<file path="config.mk">
export PLATFORM = sky130hd
export DESIGN_NAME = axis_uart_rx
export DESIGN_NICKNAME = d
export VERILOG_FILES = /design/src/rtl/axis_uart_rx.sv
export SDC_FILE = /design/constraint.sdc
export NUM_CORES = 1
export LEC_CHECK = 0
export ABC_AREA = 1
export BUFFER_PORTS_ARGS = -buffer_cell sky130_fd_sc_hd__buf_2
export CAP_MARGIN = 0
export CORE_MARGIN = 1
export CORE_UTILIZATION = 55
export CTS_CLUSTER_SIZE = 12
export DETAILED_ROUTE_END_ITERATION = 7
export PLACE_DENSITY = 0.74
export SYNTH_ARGS = -nofsm -noshare
export SYNTH_HDL_FRONTEND = slang
export SYNTH_SLANG_ARGS = --single-unit
export TNS_END_PERCENT = 50
</file>
<file path="constraint.sdc">
create_clock -name clk -period 2.65 [get_ports clk]
set_input_delay 0.3975 -clock clk [delete_from_list [all_inputs] [get_ports clk]]
set_output_delay 0.3975 -clock clk [all_outputs]
set_load 0.05 [all_outputs]
</file>
<file path="src/rtl/axis_uart_rx.sv">
// UART 8N1 receiver presenting each byte as a single-beat AXI-Stream transfer.
// Define UART_RX_PARITY_EN to receive 8E1 frames and drive err_parity.
module axis_uart_rx #(
  parameter int CLK_FREQ_HZ = 100_000_000,
  parameter int BAUD_RATE   = 115_200
) (
  input  logic       clk,
  input  logic       arst,
  input  logic       rx,
  output logic [7:0] m_axis_tdata,
  output logic       m_axis_tvalid,
  input  logic       m_axis_tready,
  output logic       err_frame,
  output logic       err_overrun,
  output logic       err_parity
);

  localparam int DIV = (CLK_FREQ_HZ + BAUD_RATE / 2) / BAUD_RATE;
  localparam int CW  = (DIV > 1) ? $clog2(DIV) : 1;
  localparam logic [CW-1:0] CNT_BIT  = CW'(DIV - 1);
  localparam logic [CW-1:0] CNT_HALF = CW'(DIV / 2 - 1);
  localparam logic [CW-1:0] CNT_ONE  = CW'(1);
  localparam logic [CW-1:0] CNT_ZERO = CW'(0);

  generate
    if (DIV < 4) begin : g_div_check
      $error("axis_uart_rx: clocks per bit must be at least 4");
    end
  endgenerate

  typedef enum logic [2:0] {
    ST_IDLE  = 3'd0,
    ST_START = 3'd1,
    ST_DATA  = 3'd2,
    ST_STOP  = 3'd3
`ifdef UART_RX_PARITY_EN
    , ST_PARITY = 3'd4
`endif
  } state_t;

  logic [1:0]    sync_q;
  logic          rx_s;
  state_t        state_q, state_d;
  logic [CW-1:0] cnt_q, cnt_d;
  logic [2:0]    bit_idx_q, bit_idx_d;
  logic [7:0]    shift_q, shift_d;
  logic [7:0]    tdata_q, tdata_d;
  logic          tvalid_q, tvalid_d;
  logic          err_frame_q, err_frame_d;
  logic          err_overrun_q, err_overrun_d;
  logic          tick_s;
`ifdef UART_RX_PARITY_EN
  logic          par_err_q, par_err_d;
  logic          err_parity_q, err_parity_d;
`endif

  assign rx_s   = sync_q[1];
  assign tick_s = (cnt_q == CNT_ZERO);

  // Two-flop synchroniser; idles high so reset never looks like a start bit
  always_ff @(posedge clk or posedge arst) begin
    if (arst) begin
      sync_q <= 2'b11;
    end else begin
      sync_q <= {sync_q[0], rx};
    end
  end

  // Frame sequencing, sampling and output-register next state
  always_comb begin
    state_d       = state_q;
    cnt_d         = cnt_q;
    bit_idx_d     = bit_idx_q;
    shift_d       = shift_q;
    tdata_d       = tdata_q;
    err_frame_d   = 1'b0;
    err_overrun_d = 1'b0;
`ifdef UART_RX_PARITY_EN
    par_err_d     = par_err_q;
    err_parity_d  = 1'b0;
`endif
    if (tvalid_q && m_axis_tready) begin
      tvalid_d = 1'b0;
    end else begin
      tvalid_d = tvalid_q;
    end

    case (state_q)
      ST_IDLE: begin
        if (!rx_s) begin
          cnt_d   = CNT_HALF;
          state_d = ST_START;
`ifdef UART_RX_PARITY_EN
          par_err_d = 1'b0;
`endif
        end else begin
          state_d = ST_IDLE;
        end
      end
      ST_START: begin
        if (!tick_s) begin
          cnt_d = cnt_q - CNT_ONE;
        end else if (rx_s) begin
          state_d = ST_IDLE;
        end else begin
          cnt_d     = CNT_BIT;
          bit_idx_d = 3'd0;
          state_d   = ST_DATA;
        end
      end
      ST_DATA: begin
        if (!tick_s) begin
          cnt_d = cnt_q - CNT_ONE;
        end else begin
          shift_d = {rx_s, shift_q[7:1]};
          cnt_d   = CNT_BIT;
          if (bit_idx_q == 3'd7) begin
`ifdef UART_RX_PARITY_EN
            state_d = ST_PARITY;
`else
            state_d = ST_STOP;
`endif
          end else begin
            bit_idx_d = bit_idx_q + 3'd1;
          end
        end
      end
`ifdef UART_RX_PARITY_EN
      ST_PARITY: begin
        if (!tick_s) begin
          cnt_d = cnt_q - CNT_ONE;
        end else begin
          par_err_d = rx_s ^ (^shift_q);
          cnt_d     = CNT_BIT;
          state_d   = ST_STOP;
        end
      end
`endif
      ST_STOP: begin
        if (!tick_s) begin
          cnt_d = cnt_q - CNT_ONE;
        end else begin
          // Leave mid-stop-bit so a back-to-back start edge is not missed
          state_d = ST_IDLE;
          if (!rx_s) begin
            err_frame_d = 1'b1;
`ifdef UART_RX_PARITY_EN
          end else if (par_err_q) begin
            err_parity_d = 1'b1;
`endif
          end else if (!tvalid_q || m_axis_tready) begin
            tdata_d  = shift_q;
            tvalid_d = 1'b1;
          end else begin
            err_overrun_d = 1'b1;
          end
        end
      end
      default: begin
        state_d = ST_IDLE;
      end
    endcase
  end

  // State and output registers
  always_ff @(posedge clk or posedge arst) begin
    if (arst) begin
      state_q       <= ST_IDLE;
      cnt_q         <= CNT_ZERO;
      bit_idx_q     <= 3'd0;
      shift_q       <= 8'h00;
      tdata_q       <= 8'h00;
      tvalid_q      <= 1'b0;
      err_frame_q   <= 1'b0;
      err_overrun_q <= 1'b0;
`ifdef UART_RX_PARITY_EN
      par_err_q     <= 1'b0;
      err_parity_q  <= 1'b0;
`endif
    end else begin
      state_q       <= state_d;
      cnt_q         <= cnt_d;
      bit_idx_q     <= bit_idx_d;
      shift_q       <= shift_d;
      tdata_q       <= tdata_d;
      tvalid_q      <= tvalid_d;
      err_frame_q   <= err_frame_d;
      err_overrun_q <= err_overrun_d;
`ifdef UART_RX_PARITY_EN
      par_err_q     <= par_err_d;
      err_parity_q  <= err_parity_d;
`endif
    end
  end

  assign m_axis_tdata  = tdata_q;
  assign m_axis_tvalid = tvalid_q;
  assign err_frame     = err_frame_q;
  assign err_overrun   = err_overrun_q;
`ifdef UART_RX_PARITY_EN
  assign err_parity    = err_parity_q;
`else
  assign err_parity    = 1'b0;
`endif

endmodule

</file>
==> impl_metrics.yaml, run 1 <==
run_status:
  status: "finished, final reports clean"
final_layout:
  drive_above_1_share_pct: 20.3
  multi_input_area_um2: 950
  regArea_um2: 903
  nets: 287
  mostFrequentLayoutCells: "nand2_1, inv_1, dfrtp_1"
  final_common_cell: "nand2_1"
  antenna_cells: 0
  syn_to_final_growth_pct: 10.8
  fillCellCount: 309
clock_tree:
  cts_tree: "yes"
  cts.htree.levels: 2
  clkSinkCount: 36
  hold_buffers: 0
  cts_resized: 0
  clkLatencyLatePin_ns: 0.28
  cts_root_buf: "clkbuf_8"
  clk_pin_slew_ns: 0.08
  cts_buffers: 5
  post-cts-setup-buffers: 0
  clk_path_buf_depth: 2
logic_synthesis:
  synth_top_family_by_area: "simple AND/OR/NAND/NOR gates"
  synth_cells: 256
  synthFlopType: "dfrtp_1"
  synth_compound_area_share_pct: 10.8
  ys_ff_latch: 36
  yosys.cell_types.count: 26
  synthMuxAreaShare_pct: 0
  synth-seq-area-share_pct: 44.0
  netlist_area_mm2: 0.00205
  synth-simple-area-share_pct: 29.5
  async_flop_share_pct: 100
  syn_area_per_cell_um2: 8.03
  synth_nets: 268
  synth_edf_count: 0
  synth_xor_area_share_pct: 0.853
  synth_fa_ha_area_share_pct: 4.87
  synth-warning-count: 0
sta:
  hold_viol: 0
  fin_setup_tns_ns: 0
  holdWs_ns: 0.176
  finalCritPeriodShare_pct: 69.3
  rsz0062_at_grt: "false"
  slew_violations: 0
  worst_pin_slew_ns: 0.609
  finalCriticalPeriod_ns: 1.84
  fmax_mhz: 545
  final.setup_skew_ns: 0.00908
  relSlewSlack_pct: 59.4
  setup_viol: 0
floorplan:
  die_area_mm2: 0.00398
  start_util_pct: 59.2
  die_w_um: 63.1
  core_area_mm2: 0.00347
  fp.dieH_um: 63.1
  num_rows: 21
  io_pins: 16
drt:
  post_drt_via_cell_ratio: 5.07
  firstDrtPassIters: 4
  drt_iter0_drc: 91
  drtAntennaViolNets: 0
  drc: 0
  route.vias.total: 1632
  wl_per_cell_um: 12.0
  totalWireLength_um: 3880
setup_path:
  startpoint_type: "flip-flop"
  reg2reg_slack_ns: 0.81
  crit_chain: "inv_1 > ha_1 > inv_1 > nand3_1 > nor2_1 > nor2_2 > nand3_4 > nor2_4 > a21oi_1"
  cp.required_ns: 2.82
  slowest_stage: "dfrtp_1"
  timing.critical_path.mode_cell: "inv_1"
  critPathMaxFanout: 9
  crit_arrival_ns: 2.00
  slowest_delay_ns: 0.42
  path_class: "flip-flop to flip-flop"
  r2r_cells: 9
  crit_path_end_kind: "flip-flop"
  path_buf_inv: 2
  worst_r2r_endpoint: "cnt_q[7]"
  cpLargestDelayFamily: "simple AND/OR/NAND/NOR gates"
  r2r_start: "state_q[0]"
  path_depth: 9
pwr:
  power_frac_comb_pct: 2.0
  p_seq_share_pct: 52.7
  power_per_cell_area_mw_per_mm2: 461
  clockPowerShare_pct: 45.3
  p_int_uw: 835
  ir_drop_mv: 0.356
  power.switching_uw: 215
  swShare_pct: 20.5
  cellLeakagePower_uw: 0.00123
global_routing:
  grt_pass1_wl_um: 6870
  grt_max_degree: 18
  grt_usage_pct: 22.7
  grt_pass1_vias: 1581
  antenna_found_initial: 0
  grt_overflow: 0
hold_path:
  min_path_type: "primary input to asynchronous set/reset pin"
job:
  maxCapViolations: 0
placed_design:
  port_buffers: 14
  dpl.hpwl_um: 2950
  place_congestion: 0.916
==> sequential cells by signal, indices dropped and copies added (netlist names) <==
register / flops
cnt_q: 10
m_axis_tdata: 8
shift_q: 8
bit_idx_q: 3
state_q: 2
sync_q: 2
err_frame: 1
err_overrun: 1
m_axis_tvalid: 1
==> how the worst max path moves through the flow <==
stage	from	endpoint	slack, ns
after floorplan	state_q[0]	cnt_q[4]	1.12
after global placement	state_q[0]	cnt_q[7]	0.82
after detailed placement	state_q[0]	cnt_q[4]	0.81
after CTS	state_q[0]	cnt_q[7]	0.79
after global routing	state_q[0]	cnt_q[9]	0.63
final	state_q[0]	cnt_q[7]	0.81
==> power by group through the flow <==
stage          Clock (uW)  Sequential, uW  Combinational [uW]
3_5_place_dp            0             564                22.3
4_1_cts               488             553                22.4
3_3_place_gp            0             564                22.4
5_1_grt               509             553                25.2
6_report              475             553                21.3
2_1_floorplan           0             563                15.4
==> final cells by class <==
type                       instances  share of cell area [%]
clock buffer                       5                    3.02
multi-input combinational        172                    41.7
tap                               46                    2.53
timing repair buffer              16                    3.74
inverter                          44                    7.47
clock inverter                     3                    1.87
sequential                        36                    39.7
==> per-stage QoR <==
step	instances	cell area, um^2	utilization (%)	worst slack [ns]	total power, uW
3_3_place_gp	314	2170	62.4	0.816	586
2_1_floorplan	256	2050	-	1.12	579
5_1_grt	322	2280	65.7	0.629	1090
3_5_place_dp	314	2170	62.4	0.811	586
6_report	322	2280	65.7	0.814	1050
4_1_cts	322	2280	65.7	0.788	1060
==> cell usage after synthesis, types with 2 or more instances <==
cell	count	share of area, %
a21oi_1	7	1.7
buf_4	2	0.73
dfrtp_1	34	41
dfstp_2	2	2.6
ha_1	8	4.9
inv_1	40	7.3
inv_2	3	0.55
nand2_1	68	12
nand2_2	4	1.2
nand3_1	15	3.7
nand3_2	2	0.97
nand3_4	3	2.6
nand4_1	3	0.91
nor2_1	19	3.5
nor2_2	3	0.91
nor2_4	5	2.7
o21ai_0	11	2.7
o21ai_1	10	2.4
o21ai_2	8	3.4
o22ai_1	2	0.61
xor2_1	2	0.85
==> cell families after synthesis <==
logic type               Yosys count
adder cells (fa/ha/maj)            8
AND/OR/NAND/NOR                  123
XOR/XNOR                           2
other                              1
flip-flops                        36
buffers and inverters             48
AO/OA/AOI/OAI                     38
==> metal layers <==
metal	track usage [%]	wire length [um]	vias up
li1	-	-	835
met1	28.7	1850	755
met2	37.2	1810	35
met3	5.25	177	7
met4	9.01	42	0
met5	0	0	-
Note: power is estimated with default switching activity, not from simulation.
==> run 2, diff against run 1 <==
Clock period 2.65 ns to 1.75 ns, I/O delays scaled along.
==> run 2 against run 1 <==
Compared with the run above: sequential power rose by 52%; routed wire length is 8.5% higher; cell count is 3.1% higher; power grew 53%; design area rose by 4.6%; die area stayed put; critical path depth decreased by 2; sequential share of layout area fell by 1.8 points; register-to-register slack lost 0.73 ns; critical path type unchanged; worst setup slack worse by 0.73 ns; clock-buffer cell count stayed put.
==> impl_metrics.yaml, run 2 (same netlist as run 1, synthesis figures left out) <==
clock_tree:
  cts_root_buf: "clkbuf_8"
  cts_tree: "yes"
  hold_buffers: 0
  clk_pin_slew_ns: 0.08
  cts.htree.levels: 2
  clkSinkCount: 36
  cts_buffers: 5
  clk_path_buf_depth: 2
  clkLatencyLatePin_ns: 0.29
final_layout:
  nets: 297
  antenna_cells: 0
  regMostFlops: "cnt_q"
  largest_reg_flops: 10
  syn_to_final_growth_pct: 16.0
  post-route-util_pct: 68.7
  fillCellCount: 304
  mostFrequentLayoutCells: "nand2_1, inv_1, dfrtp_1"
  drive_above_1_share_pct: 24.8
  final_common_cell: "nand2_1"
global_routing:
  grt_overflow: 0
  grt_usage_pct: 22.6
  antenna_found_initial: 0
  grt_pass1_wl_um: 6940
  grt_max_degree: 37
  grt_pass1_vias: 1596
setup_path:
  slowest_stage: "dfrtp_1"
  cp.required_ns: 1.93
  slowest_delay_ns: 0.43
  timing.critical_path.mode_cell: "o21ai_0"
  path_class: "flip-flop to flip-flop"
  startpoint_type: "flip-flop"
  cpLargestDelayFamily: "flip-flops"
  crit_path_end_kind: "flip-flop"
  path_buf_inv: 2
  crit_arrival_ns: 1.84
  critPathMaxFanout: 7
  crit_chain: "inv_2 > buf_4 > ha_1 > nand3_1 > o21ai_0 > o21ai_1 > o21ai_0"
sta:
  setup_ws_ns: 0.0872
  fin_setup_tns_ns: 0
  hold_viol: 0
  finalCriticalPeriod_ns: 1.66
  final.setup_skew_ns: 0.00639
  setup_viol: 0
  finalCritPeriodShare_pct: 95.0
  fmax_mhz: 601
  slew_violations: 0
floorplan:
  num_rows: 21
  die_area_mm2: 0.00398
  start_util_pct: 59.2
  io_pins: 16
  die_w_um: 63.1
  fp.dieH_um: 63.1
  core_area_mm2: 0.00347
drt:
  drc: 0
  post_drt_via_cell_ratio: 5.05
  wl_per_cell_um: 12.7
  drtAntennaViolNets: 0
  drt_iter0_drc: 133
  totalWireLength_um: 4210
  firstDrtPassIters: 4
  route.vias.total: 1678
placed_design:
  dpl.hpwl_um: 2920
  place_ws_ns: 0.0148
  place_congestion: 0.870
  port_buffers: 14
pwr:
  power_per_cell_area_mw_per_mm2: 673
  ir_drop_mv: 0.458
  cellLeakagePower_uw: 0.00128
job:
  maxCapViolations: 0
run_status:
  status: "finished, final reports clean"
hold_path:
  min_path_type: "primary input to asynchronous set/reset pin"
[run 2: cell types whose count changed in the layout (fill, tap and decap cells not counted), sizes merged]
cell | previous run | this run
buf | 16 | 25
nand3 | 20 | 21
[run 2: per-layer routing]
metal / vias up / global-route usage [%] / routed length [um] / part of all wire [%]
met5: - / 0 / 0 / 0
met4: 0 / 8.72 / 83 / 2.0
met3: 10 / 6.16 / 173 / 4.1
met2: 45 / 35.6 / 1970 / 47
met1: 765 / 29.3 / 1980 / 47
li1: 858 / - / - / -
[run 2: timing repair]
action                                 CTS  global route
pin swaps                                1             3
setup buffers                            0             5
cloned                                   0             1
endpoints found under the hold margin    0             0
gates resized for setup                  1             7
setup endpoints to repair                2            17
[run 2: report_power, final]
group          switching [uW]  total (uW)  internal, uW
combinational            25.4        31.0          5.60
clock                     314         735           421
sequential               2.37         838           836
[run 2: area by class of cell]
class	instances	area, um^2	share of cell area (%)
tap	46	57.6	2.42
multi-input combinational	173	987	41.4
inverter	44	170	7.14
clock buffer	5	68.8	2.89
sequential	36	903	37.9
clock inverter	3	42.5	1.79
timing repair buffer	25	153	6.41
[run 2: final timing paths]
path / end / slack, ns / cells past startpoint / from
max: cnt_q[0] / 0.09 / 7 / state_q[0]
min: shift_q[5] / 0.05 / 3 / arst
max reg2reg: cnt_q[0] / 0.09 / 7 / state_q[0]
min reg2reg: sync_q[1] / 0.35 / 0 / sync_q[0]
max in group asynchronous: sync_q[0] / 1.34 / 3 / arst
min in group clk: sync_q[0] / 0.07 / 1 / rx
[run 2: per-stage QoR]
step | instances | instance area [um^2] | hold WS, ns | total power, uW
floorplan | 256 | 2050 | 0.267 | 876
global placement | 318 | 2200 | 0.347 | 886
detailed placement | 318 | 2200 | 0.348 | 886
CTS | 326 | 2310 | 0.0625 | 1620
global route | 332 | 2380 | 0.0624 | 1660
finish | 332 | 2380 | 0.0548 | 1600
[run 2: worst register-to-register path: stages, from the launching register on]
cell and delay (ns):
dfrtp_1 0.43, inv_2 0.07, buf_4 0.14, ha_1 0.40
nand3_1 0.21, o21ai_0 0.11, o21ai_1 0.11, o21ai_0 0.08
